**config.mk**
```make
export PLATFORM = sky130hd
export DESIGN_NAME = div_unit
export DESIGN_NICKNAME = d
export VERILOG_FILES = /design/src/rtl/div_unit.sv
export SDC_FILE = /design/constraint.sdc
export NUM_CORES = 1
export LEC_CHECK = 0
export ABC_AREA = 1
export CAP_MARGIN = 15
export CORE_ASPECT_RATIO = 2
export CORE_MARGIN = 5
export CORE_UTILIZATION = 30
export DETAILED_ROUTE_END_ITERATION = 12
export PLACE_DENSITY = 0.47
export SLEW_MARGIN = 0
export SYNTH_ARGS = -nofsm -noshare
export SYNTH_HDL_FRONTEND = slang
export SYNTH_SLANG_ARGS = --single-unit
```
**constraint.sdc**
```tcl
create_clock -name clk -period 3.87 [get_ports clk]
set_input_delay 0.774 -clock clk [delete_from_list [all_inputs] [get_ports clk]]
set_output_delay 0.774 -clock clk [all_outputs]
set_load 0.05 [all_outputs]
```
**src/rtl/div_unit.sv**
```systemverilog
// Multicycle signed divider: restoring division over operand magnitudes,
// one quotient bit per clock, quotient to LO and remainder to HI.
module div_unit #(
    parameter int unsigned WIDTH = 32
) (
    input  logic             clk,
    input  logic             reset,
    input  logic             dloadab,
    input  logic             div,
    input  logic [WIDTH-1:0] a_in,
    input  logic [WIDTH-1:0] b_in,
    output logic [WIDTH-1:0] hi_out,
    output logic [WIDTH-1:0] lo_out,
    output logic             busy,
    output logic             done,
    output logic             divzero
);

    localparam int unsigned CW = $clog2(WIDTH + 1);

    localparam logic [1:0] S_IDLE  = 2'd0;
    localparam logic [1:0] S_SETUP = 2'd1;
    localparam logic [1:0] S_RUN   = 2'd2;
    localparam logic [1:0] S_FIX   = 2'd3;

    logic [1:0]       r_state;
    logic [1:0]       w_state_nxt;
    logic [WIDTH-1:0] r_a;
    logic [WIDTH-1:0] r_b;
    logic [WIDTH-1:0] r_rem;
    logic [WIDTH-1:0] r_quo;
    logic [WIDTH-1:0] r_dmag;
    logic [WIDTH-1:0] r_hi;
    logic [WIDTH-1:0] r_lo;
    logic [CW-1:0]    r_cnt;
    logic             r_neg_q;
    logic             r_neg_r;
    logic             r_done;
    logic             r_divzero;
    logic             r_busy;

    logic             w_a_neg;
    logic             w_b_neg;
    logic             w_b_zero;
    logic [WIDTH-1:0] w_a_mag;
    logic [WIDTH-1:0] w_b_mag;
    logic [WIDTH:0]   w_rem_sh;
    logic [WIDTH:0]   w_trial;

    // Magnitudes wrap naturally: the most negative value maps to itself as unsigned.
    assign w_a_neg  = r_a[WIDTH-1];
    assign w_b_neg  = r_b[WIDTH-1];
    assign w_b_zero = (r_b == '0);
    assign w_a_mag  = w_a_neg ? -r_a : r_a;
    assign w_b_mag  = w_b_neg ? -r_b : r_b;

    // One restoring step: shift in the next dividend bit, try subtracting the divisor.
    assign w_rem_sh = {r_rem, r_quo[WIDTH-1]};
    assign w_trial  = w_rem_sh - {1'b0, r_dmag};

    always_ff @(posedge clk) begin
        if (reset) begin
            r_state <= S_IDLE;
        end else begin
            r_state <= w_state_nxt;
        end
    end

    always_comb begin
        w_state_nxt = r_state;
        case (r_state)
            S_IDLE:  if (div) w_state_nxt = S_SETUP;
            S_SETUP: w_state_nxt = w_b_zero ? S_IDLE : S_RUN;
            S_RUN:   if (r_cnt == CW'(1)) w_state_nxt = S_FIX;
            S_FIX:   w_state_nxt = S_IDLE;
            default: w_state_nxt = S_IDLE;
        endcase
    end

    always_ff @(posedge clk) begin
        if (reset) begin
            r_a       <= '0;
            r_b       <= '0;
            r_rem     <= '0;
            r_quo     <= '0;
            r_dmag    <= '0;
            r_hi      <= '0;
            r_lo      <= '0;
            r_cnt     <= '0;
            r_neg_q   <= 1'b0;
            r_neg_r   <= 1'b0;
            r_done    <= 1'b0;
            r_divzero <= 1'b0;
            r_busy    <= 1'b0;
        end else begin
            r_done    <= 1'b0;
            r_divzero <= 1'b0;
            r_busy    <= (w_state_nxt != S_IDLE);
            case (r_state)
                S_IDLE: begin
                    if (dloadab) begin
                        r_a <= a_in;
                        r_b <= b_in;
                    end
                end
                S_SETUP: begin
                    if (w_b_zero) begin
                        r_divzero <= 1'b1;
                    end else begin
                        r_rem   <= '0;
                        r_quo   <= w_a_mag;
                        r_dmag  <= w_b_mag;
                        r_cnt   <= CW'(WIDTH);
                        r_neg_q <= w_a_neg ^ w_b_neg;
                        r_neg_r <= w_a_neg;
                    end
                end
                S_RUN: begin
                    r_quo <= {r_quo[WIDTH-2:0], ~w_trial[WIDTH]};
                    r_rem <= w_trial[WIDTH] ? w_rem_sh[WIDTH-1:0] : w_trial[WIDTH-1:0];
                    r_cnt <= r_cnt - CW'(1);
                end
                S_FIX: begin
                    r_lo   <= r_neg_q ? -r_quo : r_quo;
                    r_hi   <= r_neg_r ? -r_rem : r_rem;
                    r_done <= 1'b1;
                end
                default: ;
            endcase
        end
    end

    assign hi_out  = r_hi;
    assign lo_out  = r_lo;
    assign busy    = r_busy;
    assign done    = r_done;
    assign divzero = r_divzero;

endmodule

```
==> results by group, run 1 <==
Timing
  – Tcrit/Tclk final: 0.7721
  – RSZ-0062 raised after global routing: no
  – Final clock skew: 0.02713 ns
  – Slew Viols, Final: 0
  – Hold Violations, Final: 0
  – Max_slew headroom: 0.2284
  – Worst hold slack: 0.4674 ns
  – TNS Setup: 0 ns
  – # setup viols final: 0
  – Worst-margin pin slew: 1.157 ns
  – Min Tclk post-route: 2.988 ns
  – Fmax achieved: 0.3347 GHz

Pwr
  – Pint: 5.025 mW
  – Power density cells: 482.4 mW/mm2
  – Sequential power share: 0.323
  – Clock power share: 0.293
  – Leakage: 8.058 nW
  – Peak supply drop: 0.3272 mV
  – Combinational Power Share: 0.384
  – P_sw: 3.612 mW
  – Sw frac: 0.4182

Drt
  – Antenna Nets Post-Route: 0
  – Via count: 15,180
  – Routed length per instance: 19.13 um
  – Via density: 4.891
  – Final WL: 59,400 um
  – First-pass iteration count of the detailed router: 5
  – DRC: 0
  – DRT iter0 DRCs: 818

Cells and area
  – Inserted Diodes: 0
  – Utilization after layout: 0.3576
  – Non-filler cells, final: 3,104
  – FILL cells: 5,524
  – Share of cells above drive strength 1: 0.08228
  – Nets: 2,543
  – Layout area overhead: 17.84%

Yosys
  – Mapped cell area: 0.01519 mm2
  – Distinct cell type count after synthesis: 52
  – FF+latch count, synth: 237
  – Sequential-to-total area share from yosys stat: 0.3123
  – Syn avg cell area: 6.455 um2
  – Synth warnings: 0
  – Gate Count Post-Synth: 2,354
  – Syn nets: 2,461

Critical path
  – Nature of the critical path endpoint: register
  – WP data arrival: 3.39 ns
  – RR Endpoint: r_rem[22]$_SDFFE_PP0P_
  – CP startpoint kind: register
  – Worst-case reg-to-reg path depth: 17
  – Req. time, crit path: 4.27 ns
  – Kind of critical path: register to register
  – Crit-path max FO: 28
  – Worst r2r src: r_quo[31]$_SDFFE_PP0P_
  – Worst Setup SP: r_quo[31]$_SDFFE_PP0P_
  – Flop-to-flop setup slack: 0.88 ns

Clocking
  – Clk Latency, worst-skew pair: 0.57 ns
  – Inserted Clock Buffers: 25
  – CTS clk-pin slew, worst paths: 0.07 ns
  – CTS tree: yes
  – CTS H-tree lvls: 1
  – Clk sinks: 237
  – Clock buffer depth: 3
  – Postcts setup bufs: 0
  – Post-CTS Hold Buffers: 0
  – CTS Root Cell: clkbuf_16
  – PostCTS Resize Cnt: 0

Die
  – Core Region: 0.05007 mm2
  – Die height: 328.3 um
  – Die extent in x: 169.1 um
  – Top-Level Pins: 135
  – Initial Utilization: 0.3034
  – Die area: 0.05552 mm2
  – Cell Rows: 116

Global route
  – Initial antenna violation count: 0
  – Vias in the first global route: 15,410
  – Overflow after GRT: 0
  – First-pass GRT wire length: 89,350 um
  – Largest net degree at the start of global routing: 78
  – GRT Total Usage: 0.2093

Min path
  – WHS Endpoint: done$_SDFF_PP0_
  – Hold Path Cell Cnt: 2
  – HP Start: reset
  – Hold/Removal Path Class: input pin to register

Placement
  – Placed instance count: 3,058
  – # port buffers: 134
  – Routability congestion estimate: 0.9663
  – DP HPWL: 47,600 um

Flow run
  – Max capacitance violation total: 0

Run status
  – Status: finished clean
==> routing by layer <==
metal,track usage,wire length [um]
met1,0.1933,19610
met3,0.01611,1589
met5,0,0
met2,0.4165,32970
met4,0.1506,5221
==> how the worst max path moves through the flow <==
stage	endpoint	slack (ns)	cells after the start
5_1_grt	r_rem[20]$_SDFFE_PP0P_	0.63	17
4_1_cts	r_rem[22]$_SDFFE_PP0P_	0.88	17
3_3_place_gp	r_rem[19]$_SDFFE_PP0P_	0.95	17
6_report	r_rem[22]$_SDFFE_PP0P_	0.88	17
3_5_place_dp	r_rem[22]$_SDFFE_PP0P_	0.91	17
2_1_floorplan	r_rem[10]$_SDFFE_PP0P_	1.61	18
==> through the flow <==
stage / power (mW) / cell area (um2) / setup slack [ns]
3_3_place_gp: 6.154 / 17070 / 0.9468
5_1_grt: 9.173 / 17900 / 0.6348
6_report: 8.637 / 17900 / 0.8818
2_1_floorplan: 5.095 / 15190 / 1.615
3_5_place_dp: 6.164 / 17070 / 0.9089
4_1_cts: 8.726 / 17900 / 0.8802
==> power groups by stage <==
stage	Clock, mW	Combinational, mW	Sequential (mW)
detailed placement	0	3.32	2.84
global placement	0	3.31	2.84
finish	2.53	3.31	2.79
CTS	2.60	3.33	2.79
floorplan	0	2.27	2.83
global route	2.69	3.67	2.81
==> cells by family (layout without fill, tap and decap cells) <==
| kind of cell | Yosys count | count (layout) | share of synthesized area |
|---|---|---|---|
| flops | 237 | 237 | 0.3123 |
| xor+xnor | 92 | 92 | 0.05303 |
| fa+ha+maj | 39 | 39 | 0.03261 |
| buf+inv | 445 | 546 | 0.1159 |
| simple gates | 1075 | 1075 | 0.3143 |
| compound gates | 466 | 466 | 0.1719 |
==> synthesized netlist by cell type (all sizes together) <==
cell | count | area (um2)
a211oi | 6 | 45.04
a21o | 2 | 15.01
a21oi | 210 | 1194
a31oi | 9 | 56.30
a41oi | 1 | 8.760
and2 | 2 | 12.51
and3 | 3 | 18.77
buf | 31 | 205.2
clkbuf | 67 | 251.5
clkinv | 2 | 8.750
dfxtp | 237 | 4745
fa | 1 | 20.02
ha | 38 | 475.5
inv | 345 | 1295
nand2 | 553 | 2243
nand3 | 169 | 958.4
nand3b | 16 | 132.6
nand4 | 21 | 131.4
nor2 | 271 | 1042
nor3 | 30 | 171.4
nor3b | 2 | 15.01
nor4 | 4 | 25.02
o211ai | 21 | 157.7
o21ai | 199 | 1003
o21bai | 6 | 45.04
o221ai | 2 | 17.52
o22ai | 5 | 31.28
o311ai | 1 | 8.760
o31ai | 4 | 30.03
or2 | 3 | 18.77
or3 | 1 | 6.260
xnor2 | 20 | 175.2
xor2 | 72 | 630.6
==> cells in the final DEF, fill, tap and decap left out, types with 8 or more instances in the layout <==
cell               n
a21oi_1          174
a21oi_2           35
a31oi_1            9
buf_4             18
clkbuf_1           8
clkbuf_16         25
clkdlybuf4s50_1  133
dfxtp_1          237
ha_1              38
inv_1            331
inv_2             14
nand2_1          499
nand2_2           46
nand2_4            8
nand3_1          148
nand3_2           20
nand3b_1          15
nand4_1           21
nor2_1           263
nor3_1            27
o211ai_1          21
o21ai_0          196
xnor2_1           20
xor2_1            72
==> area by class of cell <==
| class | instances | area (um2) | share of cell area |
|---|---|---|---|
| flip-flops and latches | 237 | 4745 | 0.2650 |
| repair buffers | 153 | 1506 | 0.08414 |
| clock inverters | 11 | 150.1 | 0.008386 |
| well taps | 649 | 812.0 | 0.04535 |
| multi-input cells | 1672 | 8702 | 0.4860 |
| inverters | 347 | 1306 | 0.07296 |
| clock buffers | 35 | 683.2 | 0.03816 |
==> critical path, stage by stage, from the launching register on <==
cell	delay, ns
dfxtp_1	0.37
inv_1	0.10
ha_1	0.25
fa_1	0.42
inv_1	0.10
nand2_1	0.07
nand2_1	0.11
nand3_1	0.10
nand2_2	0.12
nand2_2	0.07
nand2_4	0.08
nand2_4	0.07
nand2_4	0.08
nand2_4	0.18
nand2_4	0.44
nand2_1	0.10
nand3_1	0.09
a21oi_1	0.07
==> flip-flops by register name (all words and copies together) (netlist names) <==
signal   count
r_rem       32
lo_out      32
r_quo       32
done         1
r_state      2
r_neg_r      1
r_a         32
r_dmag      32
r_b         32
busy         1
r_cnt        6
r_neg_q      1
hi_out      32
divzero      1
(Power assumes the default switching activity.)
==> run 2, diff against run 1 <==
PLACE_DENSITY = 0.49   (was 0.47)
clock period = 2.4 ns   (was 3.87 ns; I/O delays follow)
==> run 2 against run 1 <==
  * Sequential power grew 60%
  * Die area is the same
  * First-iteration DRC count shrank 20%
  * Power grew 71%
  * Clock skew shrank 0.0099 ns
  * Clock power grew 65%
  * Core utilization grew 2.5 points
  * Maximum frequency grew 30%
  * Flip-flop and latch count is the same
  * Global-route usage grew 0.23 points
  * Sequential share of layout area shrank 1.7 points
  * Setup slack lost 0.79 ns
  * Largest cell class unchanged
==> results by group, run 2 (synthesis gave the netlist of run 1 again) <==
Critical path
  – CP max stage delay: 0.46 ns (+0.02 ns)
  – Worst path bufs/invs: 2 (unchanged)
  – Nature of the critical path endpoint: register
  – WP data arrival: 2.80 ns (-0.59 ns)
  – Slowest stage cell on the critical path: dfxtp_1
  – Req. time, crit path: 2.90 ns (-1.37 ns)
  – Critical path's top delay family: simple AND/OR/NAND/NOR gates
  – CP startpoint kind: register
  – Kind of critical path: register to register
  – Crit-path max FO: 3 (-89%)
  – Worst path cell trace: ha_1 -> buf_4 -> nand2_1 -> inv_1 -> a21oi_1 -> nand3_1 -> nand2_1 -> nand2_1 -> nand2_1 -> nand2_1 -> nand2_2 -> nand3_2 -> a21oi_2
  – CP most frequent cell: nand2_1

Die
  – Die height: 328.3 um (unchanged)
  – Die area: 0.05552 mm2 (unchanged)
  – Initial Utilization: 0.3034 (unchanged)
  – Core Region: 0.05007 mm2 (unchanged)
  – Top-Level Pins: 135 (unchanged)
  – Die extent in x: 169.1 um (unchanged)
  – Cell Rows: 116 (unchanged)

Clocking
  – Clock buffer depth: 3 (unchanged)
  – CTS H-tree lvls: 1 (unchanged)
  – Post-CTS Hold Buffers: 0 (unchanged)
  – CTS tree: yes
  – Clk Latency, worst-skew pair: 0.57 ns (about the same)
  – Clk sinks: 237 (unchanged)
  – Inserted Clock Buffers: 25 (unchanged)
  – CTS Root Cell: clkbuf_16
  – CTS clk-pin slew, worst paths: 0.06 ns (about the same)

Cells and area
  – Non-filler cells, final: 3,228 (+4.0%)
  – Commonest cells after routing, fill and taps aside: nand2_1 (492), inv_1 (331), nor2_1 (257)
  – Nets: 2,669 (+5.0%)
  – Most common cell after layout, fill and taps aside: nand2_1
  – Inserted Diodes: 0 (unchanged)
  – Share of cells above drive strength 1: 0.1435 (+0.06119)
  – Layout area overhead: 26.08%
  – Final instance area: 0.01916 mm2 (+7.0%)

Pwr
  – P_sw: 5.923 mW (+64%)
  – Power density cells: 770.5 mW/mm2 (+60%)
  – Sw frac: 0.4013 (-0.01687)
  – Pint: 8.837 mW (+76%)
  – Clock power share: 0.283 (-0.010)
  – Sequential power share: 0.303 (-0.020)
  – Leakage: 8.767 nW (+8.8%)
  – Combinational Power Share: 0.415 (+0.031)
  – Peak supply drop: 0.4737 mV (+45%)

Timing
  – Worst-margin pin slew: 0.6043 ns (-0.5532 ns)
  – Min Tclk post-route: 2.304 ns (-0.6844 ns)
  – TNS Setup: 0 ns (unchanged)
  – # setup viols final: 0 (unchanged)
  – Final clock skew: 0.01724 ns (-0.009892 ns)
  – Fmax achieved: 0.4341 GHz (+30%)
  – Worst hold slack: 0.3698 ns (-0.09756 ns)
  – Max_slew headroom: 0.5959 (+0.3675)
  – Slew Viols, Final: 0 (unchanged)
  – Tcrit/Tclk final: 0.9599 (+0.1878)
  – Hold Violations, Final: 0 (unchanged)

Placement
  – Post-DP Area: 0.01814 mm2 (+6.3%)
  – Placed instance count: 3,184 (+4.1%)
  – Routability congestion estimate: 0.9427 (-2.4%)
  – DP HPWL: 48,810 um (+2.5%)
  – # port buffers: 134 (unchanged)

Run status
  – Status: finished clean

Drt
  – Via density: 4.849 (-0.85%)
  – Via count: 15,650 (+3.1%)
  – Routed length per instance: 18.48 um (-3.4%)
  – First-pass iteration count of the detailed router: 7 (+2)
  – Final WL: 59,640 um (+0.41%)
  – DRC: 0 (unchanged)
  – DRT iter0 DRCs: 655 (-20%)
  – Antenna Nets Post-Route: 0 (unchanged)

Global route
  – Largest net degree at the start of global routing: 85 (+9.0%)
  – Initial antenna violation count: 0 (unchanged)
  – GRT Total Usage: 0.2115 (+0.002264)
  – Vias in the first global route: 15,930 (+3.4%)
  – First-pass GRT wire length: 90,840 um (+1.7%)
  – Overflow after GRT: 0 (unchanged)

Min path
  – Hold/Removal Path Class: input pin to register

Flow run
  – Max capacitance violation total: 0 (unchanged)
==> run 2: metrics by stage <==
| step | power [mW] | setup slack [ns] | utilization |
|---|---|---|---|
| after CTS | 14.84 | 0.008761 | 0.3796 |
| final | 14.76 | 0.09626 | 0.3826 |
| after global placement | 10.58 | 0.02630 | 0.3623 |
| after global routing | 15.70 | -0.01539 | 0.3826 |
| after detailed placement | 10.59 | 0.02750 | 0.3623 |
| after floorplan | 8.216 | 0.1447 | - |
==> run 2: worst paths after layout <==
kind,startpoint,endpoint,slack [ns],cells past startpoint
min,reset,r_quo[29]$_SDFFE_PP0P_,0.37,4
max reg2reg,r_rem[8]$_SDFFE_PP0P_,r_rem[27]$_SDFFE_PP0P_,0.1,13
min reg2reg,r_dmag[31]$_SDFFE_PP0P_,r_dmag[31]$_SDFFE_PP0P_,0.47,2
max,r_rem[8]$_SDFFE_PP0P_,r_rem[27]$_SDFFE_PP0P_,0.1,13
==> run 2: worst min-delay path, delay by kind of cell <==
family                 cells  cell delay, ns
buffers and inverters      3            0.27
and+or+nand+nor            1            0.11
==> run 2: timing repair <==
| item | in CTS | in global routing |
|---|---|---|
| buffers inserted | 0 | 0 |
| gates resized for setup | 0 | 43 |
| endpoints found under the setup margin | 0 | 40 |
==> run 2: layer usage <==
layer	vias to the layer above	wire, um	share of wire	track usage
met4	0	5635	0.094	0.1592
met5	-	0	0	0
li1	7951	-	-	-
met1	7200	18960	0.32	0.1878
met2	345	33340	0.56	0.4247
met3	158	1710	0.029	0.01864
==> run 2: power groups by stage <==
stage	clock network, mW	logic [mW]	registers [mW]
after global routing	4.45	6.76	4.49
after global placement	0	6.03	4.55
after floorplan	0	3.65	4.56
final	4.17	6.12	4.47
after CTS	4.31	6.07	4.46
after detailed placement	0	6.04	4.55
==> run 2: area by class of cell <==
| type | instances | area, um2 |
|---|---|---|
| multi-input cells | 1672 | 8837 |
| clock inverters | 10 | 145.1 |
| inverters | 347 | 1306 |
| flip-flops and latches | 237 | 4756 |
| well taps | 649 | 812.0 |
| clock buffers | 34 | 719.4 |
| repair buffers | 279 | 2581 |
| fillers | 5443 | 30920 |
